[src/rtl/note_sequencer.sv]
// -----------------------------------------------------------------------------
// note_sequencer
//
// Melody sequencer feeding the tone/sound stage. Steps through a programmable
// table of {note, beats} entries and drives a 5-bit one-hot tone select.
// Every note is held for beats*BEAT_CYCLES clocks. A silent gap of GAP_CYCLES
// clocks follows each note. A one-cycle FETCH then reads the next entry.
//
// Ports:
//   clk       system clock
//   reset_n   synchronous active-low reset (table contents are kept)
//   start     level-sampled; begins playback at entry 0 when idle
//   stop      aborts playback (priority over everything else)
//   pause     freezes playback and silences output while high (not in IDLE)
//   loop      at end of song, restart from entry 0 instead of finishing
//   wr_en     table write strobe (accepted only while idle)
//   wr_addr   table write index
//   wr_note   note select, one-hot tone or 0 for rest
//   wr_beats  duration in beats, 0 marks end of song
//   songD     one-hot tone select to the sound stage, 0 = silence
//   busy      high in every non-IDLE state
//   done      one-cycle pulse on natural end of song
//   step      index of the current entry
// -----------------------------------------------------------------------------
module note_sequencer #(
    parameter int BEAT_CYCLES = 25000000,
    parameter int GAP_CYCLES  = 2500000,
    parameter int SONG_LEN    = 16,
    localparam int AW = (SONG_LEN > 1) ? $clog2(SONG_LEN) : 1
) (
    input  logic          clk,
    input  logic          reset_n,
    input  logic          start,
    input  logic          stop,
    input  logic          pause,
    input  logic          loop,
    input  logic          wr_en,
    input  logic [AW-1:0] wr_addr,
    input  logic [4:0]    wr_note,
    input  logic [3:0]    wr_beats,
    output logic [4:0]    songD,
    output logic          busy,
    output logic          done,
    output logic [AW-1:0] step
);

    // The cycle counter also times the gap, which is legal because
    // GAP_CYCLES < BEAT_CYCLES, so the gap count always fits.
    localparam int CW = (BEAT_CYCLES > 1) ? $clog2(BEAT_CYCLES) : 1;

    localparam logic [CW-1:0] BEAT_LAST = CW'(BEAT_CYCLES - 1);
    localparam logic [CW-1:0] GAP_LAST  = CW'(GAP_CYCLES - 1);
    localparam logic [AW-1:0] STEP_LAST = AW'(SONG_LEN - 1);

    typedef enum logic [1:0] {
        S_IDLE  = 2'd0,
        S_FETCH = 2'd1,
        S_PLAY  = 2'd2,
        S_GAP   = 2'd3
    } state_t;

    // True when the note is a single tone or a rest. Any other pattern
    // would select several tones at once and is played as silence.
    function automatic logic note_ok(input logic [4:0] n);
        return ((n & (n - 5'd1)) == 5'd0);
    endfunction

    logic [8:0]    mem_q [SONG_LEN];
    logic [8:0]    rd_q;

    state_t        state_q, state_d;
    logic [AW-1:0] step_q, step_d;
    logic [CW-1:0] cyc_q, cyc_d;
    logic [3:0]    beat_q, beat_d;
    logic [4:0]    note_q, note_d;
    logic [4:0]    songd_q, songd_d;
    logic          busy_q, busy_d;
    logic          done_q, done_d;
    logic          hold_s;

    logic [4:0]    rd_note_s;
    logic [3:0]    rd_beats_s;

    assign rd_note_s  = rd_q[8:4];
    assign rd_beats_s = rd_q[3:0];

    // Next-state, counter and output logic.
    always_comb begin
        state_d = state_q;
        step_d  = step_q;
        cyc_d   = cyc_q;
        beat_d  = beat_q;
        note_d  = note_q;
        done_d  = 1'b0;
        hold_s  = 1'b0;

        if (stop) begin
            state_d = S_IDLE;
            step_d  = '0;
            cyc_d   = '0;
            beat_d  = 4'd0;
        end else if (pause && (state_q != S_IDLE)) begin
            hold_s = 1'b1;
        end else begin
            case (state_q)
                S_IDLE: begin
                    if (start) begin
                        state_d = S_FETCH;
                        step_d  = '0;
                        cyc_d   = '0;
                    end else begin
                        state_d = S_IDLE;
                    end
                end
                S_FETCH: begin
                    if (rd_beats_s == 4'd0) begin
                        if (loop) begin
                            step_d  = '0;
                            state_d = S_FETCH;
                        end else begin
                            state_d = S_IDLE;
                            done_d  = 1'b1;
                        end
                    end else begin
                        state_d = S_PLAY;
                        cyc_d   = '0;
                        beat_d  = rd_beats_s;
                        note_d  = note_ok(rd_note_s) ? rd_note_s : 5'd0;
                    end
                end
                S_PLAY: begin
                    if (cyc_q == BEAT_LAST) begin
                        cyc_d = '0;
                        if (beat_q == 4'd1) begin
                            state_d = S_GAP;
                        end else begin
                            beat_d = beat_q - 4'd1;
                        end
                    end else begin
                        cyc_d = cyc_q + CW'(1);
                    end
                end
                S_GAP: begin
                    if (cyc_q == GAP_LAST) begin
                        cyc_d = '0;
                        if (step_q == STEP_LAST) begin
                            if (loop) begin
                                step_d  = '0;
                                state_d = S_FETCH;
                            end else begin
                                state_d = S_IDLE;
                                done_d  = 1'b1;
                            end
                        end else begin
                            step_d  = step_q + AW'(1);
                            state_d = S_FETCH;
                        end
                    end else begin
                        cyc_d = cyc_q + CW'(1);
                    end
                end
                default: begin
                    state_d = S_IDLE;
                end
            endcase
        end

        // Outputs are registered from the next state so they line up with it.
        songd_d = ((state_d == S_PLAY) && !hold_s) ? note_d : 5'd0;
        busy_d  = (state_d != S_IDLE);
    end

    // State, counter and output registers.
    always_ff @(posedge clk) begin
        if (!reset_n) begin
            state_q <= S_IDLE;
            step_q  <= '0;
            cyc_q   <= '0;
            beat_q  <= 4'd0;
            note_q  <= 5'd0;
            songd_q <= 5'd0;
            busy_q  <= 1'b0;
            done_q  <= 1'b0;
        end else begin
            state_q <= state_d;
            step_q  <= step_d;
            cyc_q   <= cyc_d;
            beat_q  <= beat_d;
            note_q  <= note_d;
            songd_q <= songd_d;
            busy_q  <= busy_d;
            done_q  <= done_d;
        end
    end

    // Note table. It is written only while idle and is never cleared by reset.
    // The read address is the next step, so the entry for the step being entered
    // is ready in rd_q during the FETCH cycle.
    always_ff @(posedge clk) begin
        if (wr_en && (state_q == S_IDLE)) begin
            mem_q[wr_addr] <= {wr_note, wr_beats};
        end
        rd_q <= mem_q[step_d];
    end

    assign songD = songd_q;
    assign busy  = busy_q;
    assign done  = done_q;
    assign step  = step_q;

endmodule

[config.mk]
export PLATFORM = sky130hd
export DESIGN_NAME = note_sequencer
export DESIGN_NICKNAME = d
export VERILOG_FILES = /design/src/rtl/note_sequencer.sv
export SDC_FILE = /design/constraint.sdc
export NUM_CORES = 1
export LEC_CHECK = 0
export BUFFER_PORTS_ARGS = -buffer_cell sky130_fd_sc_hd__buf_2
export CAP_MARGIN = 15
export CORE_MARGIN = 4
export CORE_UTILIZATION = 50
export DETAILED_ROUTE_END_ITERATION = 12
export MAX_ROUTING_LAYER = met4
export PLACE_DENSITY = 0.67
export SYNTH_ARGS = -nofsm -noshare
export SYNTH_HDL_FRONTEND = slang
export SYNTH_SLANG_ARGS = --single-unit
[constraint.sdc]
create_clock -name clk -period 3.63 [get_ports clk]
set_input_delay 0.726 -clock clk [delete_from_list [all_inputs] [get_ports clk]]
set_output_delay 0.726 -clock clk [all_outputs]
set_load 0.03 [all_outputs]
==> run_results.csv <==
group,metric,value,unit
setup_path,required,3.95,ns
min_path,hold_start,"cyc_q[1]",
yosys,yosysSeqAreaShare,63.0,%
pwr,p_leak,3.14,nW
setup_path,rr_worst_depth,10,
setup_path,cp_data_arrival_time,3.66,ns
die,die_width,139,um
routing,ant_nets,0,
setup_path,cp_slowest_cell,"or4b_1",
yosys,synth_compound_area_share,7.82,%
clock_network,clk_latency,0.43,ns
pwr,fin_total_pwr,0.00452,W
yosys,synthSimpleGateAreaFrac,13.3,%
grt,grtUsageTotal,20.0,%
setup_path,worstReg2RegStart,"step[0]",
yosys,postSynthAreaPerCell,13.0,um2
die,pin_count,31,
yosys,synth_cell_types,63,
yosys,yosysWarnings,0,
yosys,synthesis.nets,691,
grt,first_global_vias,5504,
die,die_area,19500,um2
min_path,whs_path_depth,2,
clock_network,cts_max_path_buffers,2,
finish,insertedDiodeCount,0,
place,dp_hpwl,12.5,mm
setup_path,critPathKind,"flip-flop to flip-flop",
clock_network,clk_pin_slew,0.08,ns
die,rows,47,
outcome,status,"finished clean",
routing,wl_met3,982,um
finish,syn_to_final_growth,12.0,%
clock_network,cts-resized-gates,0,
timing,slew_headroom,33.0,%
setup_path,cp.buffers_inverters,2,
die,die_h,139,um
clock_network,cts_root_buf,"clkbuf_16",
routing,wl_met1,8.30,mm
clock_network,cts-htree-levels,4,
die,core_area,16800,um2
grt,overflow,0,
pwr,ir_worst_vdd,318,uV
min_path,min_path_type,"flip-flop to flip-flop",
yosys,yosys.area.top_type,"edfxtp_1",
setup_path,critical_path.top_delay_family,"simple AND/OR/NAND/NOR gates",
timing,rsz0062_at_grt,"false",
routing,remaining_drc_errors,0,
yosys,synthAdderAreaFrac,0.695,%
die,start_util,51.6,%
yosys,synth_enable_flop_cells,144,
yosys,synthMuxAreaShare,10.9,%
routing,dr.max_layer_used,"met4",
routing,routed_wl,18.4,mm
grt,grt_antenna_before_repair,0,
clock_network,cts_made_buffers,17,
setup_path,path_cells,"ha_1 > and3_1 > or4b_1 > o311ai_4 > buf_12 > buf_4 > mux2i_1 > mux2i_1 > a22o_1 > a211o_1",
timing,setup_viol,0,
yosys,synth_top_area_share,50.0,%
timing,final-hold-violation-count,0,
setup_path,rrSetupSlack,0.30,ns
routing,wl_per_cell,19.6,um
yosys,synth.area.top_cells,"edfxtp_1 (50%), dfxtp_1 (13%), mux2i_1 (8.6%)",
yosys,syn_inst,667,
routing,routed_via_density,5.87,
routing,vias,5515,
finish,final_net_count,731,
setup_path,worst_setup_path_end_kind,"flip-flop",
timing,worstMarginPinSlew,1.00,ns
timing,final.period_utilization,91.8,%
timing,slew_violations,0,
setup_path,slowest_delay,0.56,ns
flow_run,maxCapViolCount,0,
timing,finalSetupTns,0,ns
place,gp_congestion,0.916,
routing,firstDrtPassIters,5,
grt,grt_pass1_wl,29.5,mm
yosys,ys.flop_type,"edfxtp_1",
routing,wl_met2,8.82,mm
routing,drt_iter0_markers,412,
yosys,synthXorXnorAreaFrac,1.42,%
finish,fillers,1331,
setup_path,cpMostUsedCell,"mux2i_1",
yosys,syn_area,8640,um2
timing,fin_crit,3.33,ns
clock_network,cts_setup_buffers,0,
yosys,async_flop_share,0,%
setup_path,cp-start-kind,"flip-flop",
min_path,hold_end,"cyc_q[1]",
clock_network,cts_num_sinks,200,
pwr,p_per_area,467,nW/um2
finish,drive_gt1_share,14.9,%
grt,grt_max_degree,56,
yosys,ys_ff_latch,200,
timing,skew,0.0118,ns
place,io_buffers,30,
setup_path,cp.depth,10,
yosys,synth_top_family_by_area,"simple AND/OR/NAND/NOR gates",
setup_path,r2r-end,"rd_q[8]",
timing,fmax,0.300,GHz
setup_path,cp_max_fo,47,
clock_network,cts_tree,"built",
clock_network,hold_buffers,0,
-- worst max-delay path by stage --
stage,start,end
6_report,step[0],rd_q[8]
5_1_grt,step[0],rd_q[8]
4_1_cts,step[0],rd_q[8]
3_5_place_dp,pause,rd_q[8]
3_3_place_gp,pause,rd_q[1]
2_1_floorplan,pause,rd_q[7]
-- through the flow --
stage	setup slack, ns	util, %	hold slack, ns	std cells	area [um2]
after floorplan	0.688	-	0.444	667	8640
after global placement	0.336	54.1	0.457	908	9060
after detailed placement	0.228	54.1	0.473	908	9060
after CTS	0.342	57.7	0.485	940	9680
after global routing	0.162	57.7	0.517	940	9680
final	0.298	57.7	0.483	940	9680
-- worst reg2reg max path: stages (launching register included) --
cell	delay (ns)
dfxtp_1	0.38
ha_1	0.30
and3_1	0.24
or4b_1	0.57
o311ai_4	0.28
buf_12	0.34
buf_4	0.32
mux2i_1	0.23
mux2i_1	0.10
a22o_1	0.25
a211o_1	0.23
-- sequential cells by signal, indices dropped and copies added, names as in the netlist --
name and cells:
beat_q 4, busy 1, cyc_q 25, done 1, mem_q 144, note_q 5, rd_q 9, songD 5
state_q 2, step 4
-- Yosys cell counts, types with 3 or more instances --
| cell | count |
|---|---|
| edfxtp_1 | 144 |
| nor2_1 | 81 |
| mux2i_1 | 74 |
| dfxtp_1 | 56 |
| nand2_1 | 33 |
| a21oi_1 | 28 |
| nand3_1 | 20 |
| nor3_1 | 16 |
| mux2_2 | 13 |
| o21ai_0 | 13 |
| xor2_1 | 11 |
| a211o_1 | 10 |
| a211oi_1 | 10 |
| a22o_1 | 10 |
| and3_1 | 10 |
| clkbuf_1 | 10 |
| nor2b_1 | 9 |
| nand2b_1 | 8 |
| nand4_1 | 8 |
| a31oi_1 | 7 |
| buf_6 | 7 |
| inv_1 | 7 |
| or3_1 | 7 |
| a22oi_1 | 6 |
| buf_2 | 5 |
| mux2_1 | 5 |
| and2_1 | 4 |
| buf_8 | 4 |
| ha_1 | 4 |
| a311oi_1 | 3 |
| nor3b_1 | 3 |
| nor4_1 | 3 |
| xnor2_1 | 3 |
-- cell families after synthesis --
logic type / after synthesis
compound gates: 99
xor+xnor: 14
fa+ha+maj: 5
buf+inv: 36
flops: 200
mux: 92
simple gates: 221
-- layer usage --
metal / vias up / track usage (%)
li1: 2588 / -
met1: 2728 / 26.6
met2: 170 / 31.4
met3: 29 / 3.67
met4: 0 / 6.80
met5: - / -
-- final cells by class --
cell class              instances  area (um2)  share of cell area, %
well taps                     220         275                   2.84
clock inverters                14         186                   1.93
clock buffers                  18         429                   4.43
flip-flops and latches        200        5450                   56.3
multi-input cells             431        2980                   30.8
inverters                       8        30.0                  0.310
repair buffers                 49         330                   3.41
-- report_power, final --
group          total (W)  internal, W  switching [W]  leakage (nW)
sequential       0.00247      0.00247     0.00000658          1.75
clock            0.00193      0.00105       0.000878         0.301
combinational   0.000121    0.0000311      0.0000900          1.09
total            0.00452      0.00355       0.000975          3.14
-- layout by cell type, fill, tap and decap left out, types with 16 or more instances in the layout --
cell type / instances
nand2_1: 33
mux2i_1: 74
nor2_1: 81
buf_4: 16
nor3_1: 16
a21oi_1: 28
buf_2: 30
clkbuf_16: 17
nand3_1: 20
dfxtp_1: 56
edfxtp_1: 144
Note: power is estimated with default switching activity, not from simulation.
